<file path="src/rtl/btn_gesture_decoder_if.sv">
// Signal bundle between a button gesture decoder and its consumer.
// master drives the button level and enable; slave (the decoder) drives the gesture pulses.
`timescale 1ns/1ps
interface btn_gesture_decoder_if;
    logic       btn_level;
    logic       en;
    logic       short_pulse;
    logic       long_pulse;
    logic       repeat_pulse;
    logic       double_pulse;
    logic       busy;
    logic [2:0] state_dbg;

    modport master (
        output btn_level, en,
        input  short_pulse, long_pulse, repeat_pulse, double_pulse, busy, state_dbg
    );

    modport slave (
        input  btn_level, en,
        output short_pulse, long_pulse, repeat_pulse, double_pulse, busy, state_dbg
    );
endinterface

</file>
<file path="src/rtl/btn_gesture_decoder.sv">
// Classifies debounced button activity into short press, long press with auto-repeat,
// and double click; each recognised gesture yields one registered single-cycle pulse.
`timescale 1ns/1ps
module btn_gesture_decoder #(
    parameter int                 CNT_W       = 26,
    parameter logic [CNT_W-1:0]   LONG_TIME   = 26'd50_000_000,
    parameter logic [CNT_W-1:0]   DOUBLE_GAP  = 26'd12_500_000,
    parameter logic [CNT_W-1:0]   REPEAT_TIME = 26'd5_000_000
) (
    input  logic                  clk,
    input  logic                  rst_n,
    btn_gesture_decoder_if.slave  bus
);

    typedef enum logic [2:0] {
        IDLE      = 3'd0,
        PRESS1    = 3'd1,
        WAIT2     = 3'd2,
        PRESS2    = 3'd3,
        LONG_HOLD = 3'd4
    } state_t;

    localparam logic [CNT_W-1:0] ONE       = CNT_W'(1);
    localparam logic [CNT_W-1:0] LONG_LAST = LONG_TIME - ONE;
    localparam logic [CNT_W-1:0] GAP_LAST  = DOUBLE_GAP - ONE;
    localparam logic [CNT_W-1:0] REP_LAST  = REPEAT_TIME - ONE;

    state_t           state_q, state_d;
    logic [CNT_W-1:0] cnt_q, cnt_d;
    logic             level_q;
    logic             short_q, short_d;
    logic             long_q, long_d;
    logic             repeat_q, repeat_d;
    logic             double_q, double_d;
    logic             busy_q, busy_d;
    logic             rise;

    assign rise = bus.btn_level & ~level_q;

    // level_q resets high so a button already held at reset release never counts as a press
    always_ff @(posedge clk or negedge rst_n) begin
        if (!rst_n) begin
            state_q  <= IDLE;
            cnt_q    <= '0;
            level_q  <= 1'b1;
            short_q  <= 1'b0;
            long_q   <= 1'b0;
            repeat_q <= 1'b0;
            double_q <= 1'b0;
            busy_q   <= 1'b0;
        end else begin
            state_q  <= state_d;
            cnt_q    <= cnt_d;
            level_q  <= bus.btn_level;
            short_q  <= short_d;
            long_q   <= long_d;
            repeat_q <= repeat_d;
            double_q <= double_d;
            busy_q   <= busy_d;
        end
    end

    always_comb begin
        state_d  = state_q;
        cnt_d    = cnt_q;
        short_d  = 1'b0;
        long_d   = 1'b0;
        repeat_d = 1'b0;
        double_d = 1'b0;

        if (!bus.en) begin
            state_d = IDLE;
            cnt_d   = '0;
        end else begin
            unique case (state_q)
                IDLE: begin
                    cnt_d = '0;
                    if (rise) state_d = PRESS1;
                end
                // release is tested first so it beats the long threshold on the same cycle
                PRESS1: begin
                    if (!bus.btn_level) begin
                        state_d = WAIT2;
                        cnt_d   = '0;
                    end else if (cnt_q == LONG_LAST) begin
                        long_d  = 1'b1;
                        state_d = LONG_HOLD;
                        cnt_d   = '0;
                    end else begin
                        cnt_d = cnt_q + ONE;
                    end
                end
                // a press on the gap-expiry cycle still counts as the second click
                WAIT2: begin
                    if (bus.btn_level) begin
                        state_d = PRESS2;
                        cnt_d   = '0;
                    end else if (cnt_q == GAP_LAST) begin
                        short_d = 1'b1;
                        state_d = IDLE;
                        cnt_d   = '0;
                    end else begin
                        cnt_d = cnt_q + ONE;
                    end
                end
                PRESS2: begin
                    cnt_d = '0;
                    if (!bus.btn_level) begin
                        double_d = 1'b1;
                        state_d  = IDLE;
                    end
                end
                LONG_HOLD: begin
                    if (!bus.btn_level) begin
                        state_d = IDLE;
                        cnt_d   = '0;
                    end else if (cnt_q == REP_LAST) begin
                        repeat_d = 1'b1;
                        cnt_d    = '0;
                    end else begin
                        cnt_d = cnt_q + ONE;
                    end
                end
                default: begin
                    state_d = IDLE;
                    cnt_d   = '0;
                end
            endcase
        end

        busy_d = (state_d != IDLE);
    end

    assign bus.short_pulse  = short_q;
    assign bus.long_pulse   = long_q;
    assign bus.repeat_pulse = repeat_q;
    assign bus.double_pulse = double_q;
    assign bus.busy         = busy_q;
    assign bus.state_dbg    = state_q;

endmodule

</file>
<file path="src/flat_wrapper.sv">
// flat-port wrapper written by rule: the top's interface ports become plain ports
module btn_gesture_decoder_flat 
#(
    parameter int                 CNT_W       = 26,
    parameter logic [CNT_W-1:0]   LONG_TIME   = 26'd50_000_000,
    parameter logic [CNT_W-1:0]   DOUBLE_GAP  = 26'd12_500_000,
    parameter logic [CNT_W-1:0]   REPEAT_TIME = 26'd5_000_000
)
  (clk, rst_n, bus_btn_level, bus_en, bus_short_pulse, bus_long_pulse, bus_repeat_pulse, bus_double_pulse, bus_busy, bus_state_dbg);
  btn_gesture_decoder_if bus_i ();
  input  logic clk;
  input  logic rst_n;
  input wire logic [$bits(bus_i.btn_level)-1:0] bus_btn_level;
  input wire logic [$bits(bus_i.en)-1:0] bus_en;
  output wire logic [$bits(bus_i.short_pulse)-1:0] bus_short_pulse;
  output wire logic [$bits(bus_i.long_pulse)-1:0] bus_long_pulse;
  output wire logic [$bits(bus_i.repeat_pulse)-1:0] bus_repeat_pulse;
  output wire logic [$bits(bus_i.double_pulse)-1:0] bus_double_pulse;
  output wire logic [$bits(bus_i.busy)-1:0] bus_busy;
  output wire logic [$bits(bus_i.state_dbg)-1:0] bus_state_dbg;
  assign bus_i.btn_level = bus_btn_level;
  assign bus_i.en = bus_en;
  assign bus_short_pulse = bus_i.short_pulse;
  assign bus_long_pulse = bus_i.long_pulse;
  assign bus_repeat_pulse = bus_i.repeat_pulse;
  assign bus_double_pulse = bus_i.double_pulse;
  assign bus_busy = bus_i.busy;
  assign bus_state_dbg = bus_i.state_dbg;
  btn_gesture_decoder #(.CNT_W(CNT_W), .LONG_TIME(LONG_TIME), .DOUBLE_GAP(DOUBLE_GAP), .REPEAT_TIME(REPEAT_TIME)) u_core (.clk(clk), .rst_n(rst_n), .bus(bus_i));
endmodule
</file>
<file path="config.mk">
export PLATFORM = sky130hd
export DESIGN_NAME = btn_gesture_decoder_flat
export DESIGN_NICKNAME = d
export VERILOG_FILES = /design/src/rtl/btn_gesture_decoder_if.sv /design/src/rtl/btn_gesture_decoder.sv /design/src/flat_wrapper.sv
export SDC_FILE = /design/constraint.sdc
export NUM_CORES = 1
export LEC_CHECK = 0
export ABC_AREA = 1
export CORE_AREA = 5 5 98 63
export CTS_BUF_LIST = sky130_fd_sc_hd__clkbuf_4 sky130_fd_sc_hd__clkbuf_8
export CTS_CLUSTER_DIAMETER = 150
export CTS_CLUSTER_SIZE = 25
export DETAILED_ROUTE_END_ITERATION = 12
export DIE_AREA = 0 0 103 68
export PLACE_DENSITY = 0.59
export SLEW_MARGIN = 10
export SYNTH_ARGS = -nofsm -noshare
export SYNTH_HDL_FRONTEND = slang
export SYNTH_SLANG_ARGS = --single-unit
export TNS_END_PERCENT = 5
</file>
<file path="constraint.sdc">
create_clock -name clk -period 2.8 [get_ports clk]
set_clock_uncertainty 0.15 [all_clocks]
set_input_delay 0.56 -clock clk [delete_from_list [all_inputs] [get_ports clk]]
set_output_delay 0.56 -clock clk [all_outputs]
set_load 0.1 [all_outputs]
</file>
Word-level counts from Yosys, hierarchy flattened
Index checks and enable logic that the tools add are counted.
{"block": "classes", "add_sub_neg": 1, "n_mul": 0, "div_mod_pow": 0, "order_cmp": 0, "n_eq_ne": 7, "n_shift": 0, "n_mux": 31, "n_bitwise": 2, "n_reduce_logical": 3}
{"op": "$mux 26", "n": 7}
{"op": "$pmux 26 s3", "n": 1}
{"op": "$add 26x1->26 const B", "n": 1}
{"op": "$eq 26x23->1 const B", "n": 1}
{"op": "$eq 26x24->1 const B", "n": 1}
{"op": "$eq 26x26->1 const B", "n": 1}
{"op": "$mux 3", "n": 7}
{"op": "$mux 1", "n": 15}
{"op": "$pmux 3 s4", "n": 1}
{"op": "$eq 3x2->1 const B", "n": 2}
{"op": "$eq 3x1->1 const B", "n": 1}
{"op": "$eq 3x3->1 const B", "n": 1}
{"op": "$logic_not 3->1", "n": 1}
{"op": "$reduce_bool 3->1", "n": 1}
{"op": "$reduce_or 2->1", "n": 1}
{"op": "$and 1x1->1", "n": 1}
{"op": "$not 1->1", "n": 1}
{"block": "totals", "reg_bits": 35, "latch_bits": 0, "ramBits": 0, "mem_bits_ro": 0, "in_bits": 4, "output_inout_bits": 8, "word_cells": 52, "mem_count": 0}

Depth between registers and ports, before layout
{"block": "logic_depth", "depth_word": 6, "depth_mapped": 11, "depth_no_buf": 10}

Worst setup path before layout
Ideal clock, no wire load.
{"block": "synth_timing", "path_type": "register to register", "start": "register u_core.state_q[2], in the netlist u_core.bus.state_dbg[2]", "end": "register u_core.cnt_q[12]", "setup_ns": 0.128, "arrival_time_ns": 2.046, "required_time_ns": 2.522, "path_slack_ns": 0.476, "stages_incl_launch_ff": 9, "n_path_buf": 1, "synth_period_minus_slack_ns": 2.324, "path_cell_list": "dfrtp_1 inv_1 nand2_2 nor2_2 o31ai_1 inv_1 nand2_4 buf_12 nor2_4"}
{"block": "synth_via", "elab_chain_len": 3, "elab_cells_between_ends": 5, "classes_between": "eq/ne: 3; mux: 2"}
{"item": "from (decl)", "line_no": "btn_gesture_decoder.sv:28", "rtl": "state_t state_q, state_d;"}
{"item": "from (signal assigned)", "line_no": "btn_gesture_decoder.sv:52", "rtl": "state_q <= state_d;"}
{"item": "$eq 3x3->1, or another cell as far along", "line_no": "btn_gesture_decoder.sv:75", "rtl": "unique case (state_q)"}
{"item": "$pmux 26 s3 *", "line_no": "btn_gesture_decoder.sv:75"}
{"item": "$mux 26 *", "line_no": "btn_gesture_decoder.sv:71", "rtl": "if (!bus.en) begin"}
{"item": "net u_core.cnt_d[12]", "line_no": "btn_gesture_decoder.sv:29", "rtl": "logic [CNT_W-1:0] cnt_q, cnt_d;"}
{"item": "to (signal assigned)", "line_no": "btn_gesture_decoder.sv:53", "rtl": "cnt_q <= cnt_d;"}
{"item": "to (decl)", "line_no": "btn_gesture_decoder.sv:29"}
The timed path passes the listed nets; every way through them passes the cells marked *.

Worst setup path in the final report
{"block": "layout_timing", "start": "register u_core.cnt_q[0]", "end": "register u_core.cnt_q[0]"}
{"block": "layout_via", "elab_chain_len": 5, "elab_cells_between_ends": 12, "classes_between": "add/sub: 1; eq/ne: 3; mux: 8"}
{"item": "$add 26x1->26, or another cell as far along", "line_no": "btn_gesture_decoder.sv:90, btn_gesture_decoder.sv:103, btn_gesture_decoder.sv:121"}
{"item": "$mux 26, on equally long branches", "line_no": "btn_gesture_decoder.sv:117, btn_gesture_decoder.sv:85, btn_gesture_decoder.sv:98"}
{"item": "$mux 26, on equally long branches", "line_no": "btn_gesture_decoder.sv:114, btn_gesture_decoder.sv:82, btn_gesture_decoder.sv:95"}
{"item": "$pmux 26 s3 *", "line_no": "btn_gesture_decoder.sv:75"}
{"item": "$mux 26 *", "line_no": "btn_gesture_decoder.sv:71"}
{"item": "net u_core.cnt_d[0]", "line_no": "btn_gesture_decoder.sv:29"}
Marked as above.

==> impl_metrics.csv <==
group,metric,value,unit
run_status,outcome,"complete, no violations",
drt,wl_met1,3010,um
die,die_h,68,um
grt,grt_pass1_wl,8910,um
worst_hold_path,min_path_type,"in2async",
clocking,path_clk_slew,0.07,ns
clocking,clock-sinks,35,
sta,drv_slew,0,
synthesis,synth_area_leaders,"dfrtp_1 38%, nand2_1 12%, nor2_1 9.2%",
setup_path,crit_path_start,"u_core.cnt_q[0]",
grt,overflow,0,
die,die_w,103,um
pwr,finalPower,1.09,mW
synthesis,synth-main-ff-cell,"dfrtp_1",
drt,route.met2.wl,1870,um
clocking,insertion_delay,0.29,ns
drt,routed.top_layer,"met4",
setup_path,cpMaxStageDelayCell,"nand2_4",
setup_path,arrival,2.12,ns
pwr,pwr_density_cell,434,nW/um2
sta,whs,0.208,ns
grt,grt_max_degree,36,
placement,placedInstanceArea,2390,um2
placement,dp_cells,384,
grt,track_usage,0.168,
drt,ant_nets,0,
sta,slew-limit-headroom,0.466,
drt,routedWlPerCell,13.4,um
die,rows,21,
sta,worst_pin_slew,0.801,ns
synthesis,synth_edf_count,0,
clocking,cts_resized,0,
drt,dr_wl_met3,337,um
pwr,irDropWorstVdd,0.000245,V
drt,drtIter0Drc,145,
sta,tns,0,ns
synthesis,syn-num-nets,312,
sta,hold_viol,0,
setup_path,r2r-start,"u_core.cnt_q[0]",
final_layout,syn_to_final_growth,11.3,%
drt,vias,1898,
placement,dp_hpwl,3990,um
clocking,cts_buffers,5,
sta,period_share,0.755,
die,initial_core_util,0.425,
die,ios,12,
setup_path,cp-start-kind,"flop",
clocking,clock_path_buffers,2,
drt,drcViolationCount,0,
clocking,cts_setup_buffers,0,
final_layout,drive_above_1_share,0.183,
setup_path,path_class,"reg2reg",
setup_path,critPathMaxFanout,24,
clocking,h-tree-depth,2,
setup_path,rrSetupSlack,0.69,ns
clocking,hold_buffers,0,
synthesis,synth-seq-area-share,0.389,
synthesis,yosysWarnings,0,
final_layout,final_nets,327,
die,dieArea,7000,um2
pwr,p_leak,1.08,nW
drt,drtPass1Iterations,4,
grt,grt_pass1_vias,1800,
grt,antenna_found_initial,0,
setup_path,crit_chain,"ha_1 > nand3_2 > inv_2 > nand2_2 > nor2_1 > nand2_1 > nand2_1 > nand3_2 > nand2_4 > nor2_1",
synthesis,synth_commonest_cells,"73 x nand2_1, 55 x nor2_1, 38 x inv_1",
sta,rsz0062_at_grt,"false",
drt,drt-vias-per-instance,4.84,
run,drv_cap,0,
synthesis,synth_most_common_cell,"nand2_1",
sta,fin_crit,2.11,ns
synthesis,synth_cells,307,
synthesis,yosys.area.top_type_share,0.377,
setup_path,required,2.81,ns
synthesis,ys_seq_elements,35,
synthesis,synth_area_per_cell,7.35,um2
clocking,clockRootBuffer,"clkbuf_8",
drt,wl,5240,um
synthesis,syn_area,2260,um2
synthesis,synth_top_area_cell,"dfrtp_1",
placement,io_buffer_count,11,
die,core,5310,um2
setup_path,critPathMaxStageDelay,0.41,ns
final_layout,final_cells,392,
placement,gp_congestion,0.924,
setup_path,cp-end-kind,"flop",
synthesis,postSynth.asyncResetShare,1.00,
clocking,cts_tree,"yes",
final_layout,antenna_cells,0,
synthesis,ys_types,30,
sta,setup_viol,0,
sta,fmax,473,MHz
final_layout,design_area,2510,um2
[worst max-delay path, delay by kind of cell (launching register included)]
family | cells | cell delay [ns]
and+or+nand+nor | 8 | 1.11
adders and majority gates | 1 | 0.21
DFF | 1 | 0.40
buffers and inverters | 1 | 0.10
[final cells by class]
| type | count | area, um2 |
|---|---|---|
| multi-input cells | 224 | 1170 |
| well taps | 69 | 86.3 |
| clock buffers | 6 | 82.6 |
| repair buffers | 12 | 92.6 |
| fillers | 557 | 2800 |
| flip-flops and latches | 35 | 877 |
| inverters | 44 | 165 |
| clock inverters | 2 | 35.0 |
[routing by layer]
layer  global-route usage  vias up
met5                    0        -
met4               0.0291        0
met3               0.0367        4
met2                0.212       55
met1                0.282      871
li1                     -      968
[cells by family after synthesis]
logic type	count (synthesis)	synth area share
AOI/OAI and AO/OA	7	0.0183
xor gates and xnor gates	17	0.0660
adders and majority gates	1	0.00555
buffers and inverters	48	0.0921
DFF	35	0.389
and+or+nand+nor	199	0.429
[metrics by stage]
| step | worst slack, ns | utilization |
|---|---|---|
| detailed placement | 0.425 | 0.451 |
| global route | 0.489 | 0.473 |
| CTS | 0.651 | 0.473 |
| floorplan | 0.476 | - |
| finish | 0.687 | 0.473 |
| global placement | 0.506 | 0.451 |
[placed cells by master (no fill, tap or decap), types with 3 or more instances in the layout]
| cell type | Yosys | final |
|---|---|---|
| buf_4 | 1 | 9 |
| clkbuf_8 | 0 | 6 |
| dfrtp_1 | 34 | 34 |
| inv_1 | 38 | 38 |
| inv_2 | 6 | 6 |
| nand2_1 | 73 | 73 |
| nand2_2 | 6 | 6 |
| nand3_1 | 23 | 23 |
| nand4_1 | 4 | 4 |
| nor2_1 | 55 | 55 |
| nor2_2 | 12 | 12 |
| nor2_4 | 11 | 11 |
| nor3_1 | 7 | 7 |
| nor4_1 | 3 | 3 |
| xnor2_1 | 3 | 3 |
| xor2_1 | 14 | 14 |
[power breakdown]
group	total, mW	switching [mW]	internal, mW
logic	0.0922	0.0732	0.0190
registers	0.517	0.00606	0.511
clock network	0.480	0.192	0.288
[flip-flops by register name (all words and copies together), names as in the netlist]
name / cells
u_core.bus.state_dbg: 3
u_core.bus.short_pulse: 1
u_core.bus.double_pulse: 1
u_core.level_q: 1
u_core.cnt_q: 26
u_core.bus.busy: 1
u_core.bus.long_pulse: 1
u_core.bus.repeat_pulse: 1
[path summary, 6_finish.rpt]
check / cells past startpoint / to
max in group asynchronous: 1 / u_core.bus.state_dbg[0]
worst max register to register: 10 / u_core.cnt_q[0]
worst min register to register: 1 / u_core.cnt_q[0]
worst max-delay path: 10 / u_core.cnt_q[0]
min in group clk: 1 / u_core.cnt_q[0]
worst min-delay path: 1 / u_core.cnt_q[14]
(Power assumes the default switching activity.)
